### config.mk
export PLATFORM = sky130hd
export DESIGN_NAME = core_decode_stage
export DESIGN_NICKNAME = d
export VERILOG_FILES = /design/src/rtl/core_decode_stage.sv
export SDC_FILE = /design/constraint.sdc
export NUM_CORES = 1
export LEC_CHECK = 0
export BUFFER_PORTS_ARGS = -buffer_cell sky130_fd_sc_hd__buf_4
export CELL_PAD_IN_SITES_DETAIL_PLACEMENT = 1
export CELL_PAD_IN_SITES_GLOBAL_PLACEMENT = 1
export CORE_ASPECT_RATIO = 0.8
export CORE_MARGIN = 2
export CORE_UTILIZATION = 30
export CTS_BUF_LIST = sky130_fd_sc_hd__clkbuf_8 sky130_fd_sc_hd__clkbuf_16
export DETAILED_ROUTE_END_ITERATION = 8
export GPL_TIMING_DRIVEN = 0
export PLACE_DENSITY_LB_ADDON = 0.15
export RECOVER_POWER = 100
export SLEW_MARGIN = 25
export SYNTH_ARGS = -nofsm -noshare
export SYNTH_HDL_FRONTEND = slang
export SYNTH_SLANG_ARGS = --single-unit
### constraint.sdc
create_clock -name CLK -period 1.6 [get_ports CLK]
set_input_delay 0.24 -clock CLK [delete_from_list [all_inputs] [get_ports CLK]]
set_output_delay 0.24 -clock CLK [all_outputs]
set_load 0.01 [all_outputs]
### src/rtl/core_decode_stage.sv
// RV32-style decode stage: combinational decode into a main/skid register pair, 1-cycle latency, IN_READY registered as "skid empty".
// Optional FP decode (FLW/FSW/FP-OP) enabled by defining CORE_DECODE_FPU_EN; otherwise those opcodes decode as ILLEGAL.
module core_decode_stage #(
    parameter int PC_W  = 32,
    parameter int CNT_W = 16
) (
    input  logic             CLK,
    input  logic             RST_N,
    input  logic             FLUSH,
    input  logic             IN_VALID,
    output logic             IN_READY,
    input  logic [31:0]      IN_INST,
    input  logic [PC_W-1:0]  IN_PC,
    output logic             OUT_VALID,
    input  logic             OUT_READY,
    output logic [PC_W-1:0]  OUT_PC,
    output logic [4:0]       OUT_RD,
    output logic [4:0]       OUT_RS1,
    output logic [4:0]       OUT_RS2,
    output logic [31:0]      OUT_IMM,
    output logic [2:0]       OUT_FUNC3,
    output logic [6:0]       OUT_FUNC7,
    output logic [3:0]       OUT_OPCLASS,
    output logic             OUT_RDVALID,
    output logic             OUT_FRDVALID,
    output logic             OUT_ILLEGAL,
    output logic [CNT_W-1:0] DEC_COUNT
);
    localparam logic [3:0] CLS_ALUR = 4'd0,  CLS_ALUI = 4'd1,  CLS_BR    = 4'd2,  CLS_LOAD = 4'd3;
    localparam logic [3:0] CLS_ST   = 4'd4,  CLS_JAL  = 4'd5,  CLS_JALR  = 4'd6,  CLS_LUI  = 4'd7;
    localparam logic [3:0] CLS_AUI  = 4'd8,  CLS_FPOP = 4'd9,  CLS_FLW   = 4'd10, CLS_FSW  = 4'd11;
    localparam logic [3:0] CLS_IO   = 4'd12, CLS_FNC  = 4'd13, CLS_ROT   = 4'd14, CLS_ILL  = 4'd15;

    typedef struct packed {
        logic [PC_W-1:0] pc;
        logic [4:0]      rd;
        logic [4:0]      rs1;
        logic [4:0]      rs2;
        logic [31:0]     imm;
        logic [2:0]      func3;
        logic [6:0]      func7;
        logic [3:0]      opclass;
        logic            rdvalid;
        logic            frdvalid;
        logic            illegal;
    } dec_t;

    dec_t             dec, main_q, skid_q;
    logic             main_vld, skid_vld, in_rdy_q;
    logic [CNT_W-1:0] cnt_q;
    logic             in_fire, out_fire;
    logic             main_vld_n, skid_vld_n, ld_main_in, ld_main_skid, ld_skid;
    logic [6:0]       op;

    assign op = IN_INST[6:0];

    always_comb begin
        dec          = '0;
        dec.pc       = IN_PC;
        dec.rd       = IN_INST[11:7];
        dec.rs1      = IN_INST[19:15];
        dec.rs2      = IN_INST[24:20];
        dec.func3    = IN_INST[14:12];
        dec.func7    = IN_INST[31:25];
        dec.opclass  = CLS_ILL;

        case (op)
            7'b1100111, 7'b0000011, 7'b0010011, 7'b0001111:
                dec.imm = {{20{IN_INST[31]}}, IN_INST[31:20]};
            7'b0100011:
                dec.imm = {{20{IN_INST[31]}}, IN_INST[31:25], IN_INST[11:7]};
            7'b1100011:
                dec.imm = {{19{IN_INST[31]}}, IN_INST[31], IN_INST[7], IN_INST[30:25], IN_INST[11:8], 1'b0};
            7'b1101111:
                dec.imm = {{11{IN_INST[31]}}, IN_INST[31], IN_INST[19:12], IN_INST[20], IN_INST[30:21], 1'b0};
`ifdef CORE_DECODE_FPU_EN
            7'b0000111:
                dec.imm = {{20{IN_INST[31]}}, IN_INST[31:20]};
            7'b0100111:
                dec.imm = {{20{IN_INST[31]}}, IN_INST[31:25], IN_INST[11:7]};
`endif
            default:
                dec.imm = (op[4:0] == 5'b10111) ? {IN_INST[31:12], 12'b0} : 32'h0;
        endcase

        case (op)
            7'b0110011: dec.opclass = CLS_ALUR;
            7'b0010011: dec.opclass = CLS_ALUI;
            7'b1100011: dec.opclass = CLS_BR;
            7'b0000011: dec.opclass = CLS_LOAD;
            7'b0100011: dec.opclass = CLS_ST;
            7'b1101111: dec.opclass = CLS_JAL;
            7'b1100111: dec.opclass = CLS_JALR;
            7'b0110111: dec.opclass = CLS_LUI;
            7'b0010111: dec.opclass = CLS_AUI;
            7'b0001011: dec.opclass = CLS_ROT;
            7'b0000001: if (IN_INST[14:13] == 2'b00) dec.opclass = CLS_IO;
            7'b0001111: if (IN_INST[14:13] == 2'b00) dec.opclass = CLS_FNC;
`ifdef CORE_DECODE_FPU_EN
            7'b0000111: begin dec.opclass = CLS_FLW; dec.frdvalid = 1'b1; end
            7'b0100111: dec.opclass = CLS_FSW;
            7'b1010011: begin
                case (IN_INST[31:25])
                    7'b0000000, 7'b0000100, 7'b0001000, 7'b0001100,
                    7'b0010000, 7'b1111000, 7'b1101000, 7'b0101100: begin
                        dec.opclass  = CLS_FPOP;
                        dec.frdvalid = 1'b1;
                    end
                    7'b1100000: dec.opclass = CLS_FPOP;
                    // compares write an integer register and only exist for func3 0..2
                    7'b1010000: if (IN_INST[14:12] <= 3'b010) dec.opclass = CLS_FPOP;
                    default: ;
                endcase
            end
`endif
            default: ;
        endcase

        dec.illegal = (dec.opclass == CLS_ILL);
        case (dec.opclass)
            CLS_BR, CLS_ST, CLS_FSW, CLS_FNC, CLS_ILL: dec.rdvalid = 1'b0;
            default:                                   dec.rdvalid = !dec.frdvalid;
        endcase
    end

    assign in_fire  = IN_VALID && in_rdy_q;
    assign out_fire = main_vld && OUT_READY;

    always_comb begin
        main_vld_n   = main_vld;
        skid_vld_n   = skid_vld;
        ld_main_in   = 1'b0;
        ld_main_skid = 1'b0;
        ld_skid      = 1'b0;
        if (out_fire) begin
            if (skid_vld) begin
                ld_main_skid = 1'b1;
                skid_vld_n   = 1'b0;
            end else if (in_fire) begin
                ld_main_in = 1'b1;
            end else begin
                main_vld_n = 1'b0;
            end
        end else if (in_fire) begin
            if (main_vld) begin
                ld_skid    = 1'b1;
                skid_vld_n = 1'b1;
            end else begin
                ld_main_in = 1'b1;
                main_vld_n = 1'b1;
            end
        end
    end

    always_ff @(posedge CLK) begin
        if (!RST_N) begin
            main_q   <= '0;
            skid_q   <= '0;
            main_vld <= 1'b0;
            skid_vld <= 1'b0;
            in_rdy_q <= 1'b1;
            cnt_q    <= '0;
        end else begin
            if (out_fire)
                cnt_q <= cnt_q + CNT_W'(1);
            if (FLUSH) begin
                main_vld <= 1'b0;
                skid_vld <= 1'b0;
                in_rdy_q <= 1'b1;
            end else begin
                main_vld <= main_vld_n;
                skid_vld <= skid_vld_n;
                in_rdy_q <= !skid_vld_n;
                if (ld_main_in)   main_q <= dec;
                if (ld_main_skid) main_q <= skid_q;
                if (ld_skid)      skid_q <= dec;
            end
        end
    end

    assign IN_READY     = in_rdy_q;
    assign OUT_VALID    = main_vld;
    assign OUT_PC       = main_q.pc;
    assign OUT_RD       = main_q.rd;
    assign OUT_RS1      = main_q.rs1;
    assign OUT_RS2      = main_q.rs2;
    assign OUT_IMM      = main_q.imm;
    assign OUT_FUNC3    = main_q.func3;
    assign OUT_FUNC7    = main_q.func7;
    assign OUT_OPCLASS  = main_q.opclass;
    assign OUT_RDVALID  = main_q.rdvalid;
    assign OUT_FRDVALID = main_q.frdvalid;
    assign OUT_ILLEGAL  = main_q.illegal;
    assign DEC_COUNT    = cnt_q;
endmodule

# --- Yosys cells after proc, flatten, opt, wreduce, memory -nomap -nowiden ---
# Index checks and enable logic that the tools add are counted.
op_classes:
  mux: 25
  n_reduce_logical: 12
  bitwise: 2
  add_sub_neg: 1
  n_eq_ne: 20
op_table:
  columns: ["op", "n"]
  rows:
  - ["$mux W96", 2]
  - ["$pmux W32 S4", 1]
  - ["$pmux W4 S12", 1]
  - ["$mux W32", 1]
  - ["$eq A7 B6 Y1 const B", 3]
  - ["$eq A7 B7 Y1 const B", 3]
  - ["$mux W1", 18]
  - ["$add A16 B1 Y16 const B", 1]
  - ["$eq A7 B4 Y1 const B", 2]
  - ["$eq A7 B5 Y1 const B", 2]
  - ["$eq A4 B4 Y1 const B", 3]
  - ["$eq A7 B1 Y1 const B", 1]
  - ["$eq A7 B2 Y1 const B", 1]
  - ["$eq A5 B5 Y1 const B", 1]
  - ["$reduce_or A5 Y1", 1]
  - ["$eq A4 B2 Y1 const B", 1]
  - ["$eq A4 B3 Y1 const B", 1]
  - ["$mux W2", 2]
  - ["$ne A2 B2 Y1 const B", 2]
  - ["$reduce_and A2 Y1", 2]
  - ["$reduce_bool A2 Y1", 2]
  - ["$reduce_or A4 Y1", 1]
  - ["$reduce_and A3 Y1", 1]
  - ["$logic_and A1 B1 Y1", 2]
  - ["4 further kinds", 5]
totals:
  output_inout_bits: 114
  input_bits: 69
  reg_bits: 210
  elab_cells: 85

# --- Depth between registers and ports, before layout ---
logic_depth:
  word_depth: 8
  ltp_mapped: 8
  ltp_nobuf: 6

# --- Least setup slack after synthesis ---
# OpenSTA, ideal clock, no wires.
synth_path:
  kind: "reg-to-reg"
  startpoint: "register main_vld, in the netlist OUT_VALID"
  endpoint: "register cnt_q[12], in the netlist DEC_COUNT[12]"
  path_stages_with_launch: 8
  synth_period_minus_slack_ns: 1.764
  required_time_ns: 1.530
  arrival_ns: 1.694
  path_slack_ns: -0.164
  path_buffers: 2
  setup_time_ns: 0.070
  cell_sequence: "dfxtp_1 -> and2_1 -> buf_4 -> nand2_1 -> or3_1 -> buf_2 -> or3_1 -> a21boi_1"
synth_via:
  elab_chain_cells: 1
synth_lines:
  columns: ["item", "line_no", "rtl"]
  rows:
  - ["start, declared", "49", "logic main_vld, skid_vld, in_rdy_q;"]
  - ["start signal, assigned", "171", "main_vld <= main_vld_n;"]
  - ["$logic_and A1 B1 Y1", "127", "assign out_fire = main_vld && OUT_READY;"]
  - ["end signal, assigned", "165", "cnt_q <= cnt_q + CNT_W'(1);"]
  - ["end, declared", "50", "logic [CNT_W-1:0] cnt_q;"]
# Every way passes these cells.
# A chain may end at the register's enable or synchronous reset.

# --- Worst setup path in the final report ---
layout_path:
  startpoint: "register main_vld, in the netlist OUT_VALID"
  endpoint: "register main_q (netlist bit OUT_OPCLASS[1])"
layout_via:
  elab_chain_cells: 5
  elab_cells_between_ends: 8
  classes_between: "5 x mux; 3 x reduce/logical"
layout_lines:
  columns: ["item", "line_no", "rtl"]
  rows:
  - ["$mux W1", "145", "if (main_vld) begin"]
  - ["$mux W1", "144", "end else if (in_fire) begin"]
  - ["$mux W1", "135", "if (out_fire) begin"]
  - ["$reduce_bool A2 Y1 (no line)", null, null]
  - ["$reduce_and A2 Y1 (no line)", null, null]
  - ["end signal, assigned", "175", "if (ld_main_skid) main_q <= skid_q;"]
  - ["end, declared", "48", "dec_t dec, main_q, skid_q;"]
# Parallel ways exist; a longest one is shown, timed or not.

==> summary.md <==
| Metric | Value |
|---|---|
| Wire per inst | 20.5 um |
| Die W | 200 um |
| Post-synth EDFFs | 0 |
| Psw | 3.24 mW |
| Minimum hold slack | 0.00197 ns |
| Longest Clk Path Bufs | 3 |
| Setup crit end kind | flop |
| Fin. Hold Viols | 0 |
| Overall Power | 12.7 mW |
| Final WL | 37900 um |
| Sink Count | 209 |
| CP cell instances | buf_6 > a221oi_4 > buf_6 > buf_4 > buf_12 > clkbuf_16 > buf_4 > o2111a_1 |
| Final slew viol count | 0 |
| Pwr dens | 931 mW/mm^2 |
| Peak VDD IR | 0.000486 V |
| Commonest cells in the netlist | 278 x nand2_1, 209 x dfxtp_1, 90 x nand3_1 |
| Antenna-violating nets left | 0 |
| Synth Register Bits | 209 |
| Worst skew pair latency | 0.52 ns |
| Synth Flop Type | dfxtp_1 |
| H-tree Lvls | 1 |
| Worst Tran Pin Value | 0.746 ns |
| Largest net degree at the start of global routing | 13 |
| Crit Path Max Fanout | 7 |
| Syn Std Cell Area | 0.00924 sq mm |
| Ratio of cells with drive above 1 in the final layout | 28.8% |
| CP top delay family | buffers and inverters |
| Max_slew headroom | 50.3% |
| RR Startpoint | OUT_VALID |
| Comb power frac | 13.7% |
| WP buf/inv | 6 |
| Slowest stage cell on the critical path | dfxtp_4 |
| Worst path arrival time | 2.21 ns |
| WS Path Type | flop to flop |
| Clk pwr share | 43.1% |
| Global-route wire length before repair | 55300 um |
| Asr flop ratio synth | 0% |
| CTS buffer count | 24 |
| Sequential element share of the synthesized area | 45.3% |
| # setup viols final | 104 |
| Worst Hold Class | primary input to flop |
| Area contributors post-synth | dfxtp_1 45%, nand2_1 11%, o211a_1 6.6% |
| Die area | 0.0322 sq mm |
| GR Overflow Total | 0 |
| Final worst-path cycle share | 109% |
| Sw Share | 25.6% |
| Critical Path Source Type | flop |
| Cell Int Power | 9.45 mW |
| Crit path required time | 2.06 ns |
| Pre-CTS setup slack | -0.897 ns |
| Vias per std cell | 5.11 |
| Max Fclk | 573 MHz |
| Core area | 0.0303 sq mm |
| Clk pin slew, worst setup/hold paths | 0.06 ns |
| Initial antenna violation count | 0 |
| First-pass DRT Iterations | 5 |
| Failing checks | negative setup slack |
| Overall routing resource usage | 21.8% |
| FF-to-FF path depth | 8 |
| Drt initial violations | 581 |
| # IOs | 183 |
| Status | finished with violations |
| CTS tree | done |
| Detail Placement HPWL | 26000 um |
| Vias post-DR | 9425 |
| Clock root cell | clkbuf_16 |
| Setup slack, reg-to-reg | -0.15 ns |
| RR Endpoint | OUT_OPCLASS[1] |
| Post-route minimum period | 1.75 ns |
| Die Height | 161 um |
| Hold_sp | IN_PC[12] |
| Worst Setup Slack, final | -0.146 ns |
| Mapped Nets | 1204 |
| Critical Path Max Stage Delay | 0.38 ns |
| DRC Markers | 0 |
| Initial core utilization | 30.5% |
| P_leak | 6.01 nW |
| Gp weighted congestion | 0.873 |
| Number of diodes | 0 |
| Clk_skew | 0.0120 ns |
| Count of cell types in the netlist | 62 |
| Max_cap viols | 0 |
| Vias in the first global route | 9446 |
| RSZ-0062 raised after global routing | true |
| Top cell type's share of synthesized area | 45.3% |
| Synthesis-to-finish area growth | 47.7% |
| Hold depth | 3 |
| Power share of the sequential group | 43.2% |
| Row count | 57 |
| Synth warn | 0 |
| Area leader, netlist | dfxtp_1 |
| Avg Inst Size Synth | 8.14 sq um |
| Hold-critical path endpoint | skid_q[76] |
| Gate Count Post-Synth | 1134 |
| Most used standard cell by instance count after synthesis | nand2_1 |
| Port buffer count | 179 |
| Nets | 1485 |
[worst register-to-register path, delay by kind of cell (launching register included)]
kind                   cells  cell delay [ns]
AOI/OAI and AO/OA          2             0.45
DFF                        1             0.38
buffers and inverters      6             0.88
[worst max path at each step]
| stage | from | end | slack [ns] | depth (start not counted) |
|---|---|---|---|---|
| after CTS | OUT_VALID | OUT_IMM[13] | -0.13 | 6 |
| final | OUT_VALID | OUT_OPCLASS[1] | -0.15 | 8 |
| after floorplan | IN_INST[4] | OUT_RDVALID | -0.07 | 7 |
| after global placement | OUT_VALID | skid_q[38] | -0.86 | 5 |
| after detailed placement | OUT_VALID | skid_q[39] | -0.90 | 5 |
| after global routing | OUT_VALID | OUT_RDVALID | -0.22 | 8 |
[cell type report]
| type | count | area, sq um |
|---|---|---|
| Inverter | 10 | 37.5 |
| Timing Repair Buffer | 260 | 2380 |
| Multi-Input combinational cell | 818 | 4910 |
| Tap cell | 413 | 517 |
| Clock buffer | 30 | 694 |
| Sequential cell | 209 | 4210 |
| Clock inverter | 14 | 90.1 |
| Buffer | 92 | 805 |
| Fill cell | 3547 | 16700 |
[logic make-up after synthesis]
logic type      count (synthesis)  share of synthesized area, %
xor+xnor                       12                          1.14
simple gates                  481                          23.2
mux                             1                         0.108
other cells                     1                        0.0406
compound gates                322                          25.1
fa+ha+maj                       1                         0.135
buf+inv                       107                          4.96
flops                         209                          45.3
[per-stage QoR]
step | std cells | cell area, sq um | TNS (ns) | util [%]
after floorplan | 1134 | 9330 | -0.621 | -
after global placement | 1726 | 11200 | -116.96 | 36.9
after detailed placement | 1726 | 11200 | -124.46 | 36.9
after CTS | 1823 | 12900 | -2.61 | 42.5
after global routing | 1846 | 13600 | -16.90 | 45.0
final | 1846 | 13600 | -7.89 | 45.0
[routing by layer]
layer  GRT usage [%]  up-vias  share of wire, %
met1            31.8     4619                49
met5               0        -                 0
met3            2.76       45               4.6
li1                -     4529                 -
met2            34.2      232                44
met4            4.88        0               1.8
[what timing repair did]
| action | in CTS | in global routing |
|---|---|---|
| buffers inserted | 24 | 13 |
| cloned | 2 | 14 |
| hold buffers | 29 | 0 |
| setup endpoints to repair | 198 | 197 |
| pin swaps | 16 | 17 |
| resized for setup | 146 | 96 |
| hold endpoints to repair | 29 | 0 |
[flip-flops by register name, summed over array words and instances, names as in the netlist]
register and count:
DEC_COUNT 16, IN_READY 1, OUT_FUNC3 3, OUT_FUNC7 7, OUT_ILLEGAL 1, OUT_IMM 32
OUT_OPCLASS 4, OUT_PC 32, OUT_RD 5, OUT_RDVALID 1, OUT_RS1 5, OUT_RS2 5
OUT_VALID 1, skid_q 95, skid_vld 1
[cells in the final DEF, fill, tap and decap left out, types with 13 or more instances in the layout]
cell type | synthesis | layout
inv_1 | 10 | 16
buf_4 | 6 | 215
clkbuf_1 | 57 | 20
or3_1 | 17 | 15
a31oi_1 | 15 | 14
o21a_1 | 13 | 13
o21ai_0 | 45 | 41
clkbuf_2 | 0 | 13
dfxtp_1 | 209 | 199
a21boi_0 | 61 | 60
nand3_1 | 90 | 79
clkbuf_16 | 0 | 39
a21oi_1 | 67 | 61
clkbuf_8 | 0 | 13
and2_1 | 16 | 15
nor2_1 | 36 | 31
dlygate4sd3_1 | 0 | 29
o211a_1 | 61 | 61
buf_12 | 0 | 14
nand2_1 | 278 | 270
[power groups by stage]
stage	Sequential [mW]	Combinational, mW	Clock [mW]
6_report	5.49	1.73	5.47
5_1_grt	5.51	1.86	5.81
4_1_cts	5.49	1.51	5.58
3_5_place_dp	5.60	1.35	0
3_3_place_gp	5.60	1.35	0
2_1_floorplan	5.65	0.579	0
No activity file was read; power rests on OpenSTA's default activity.
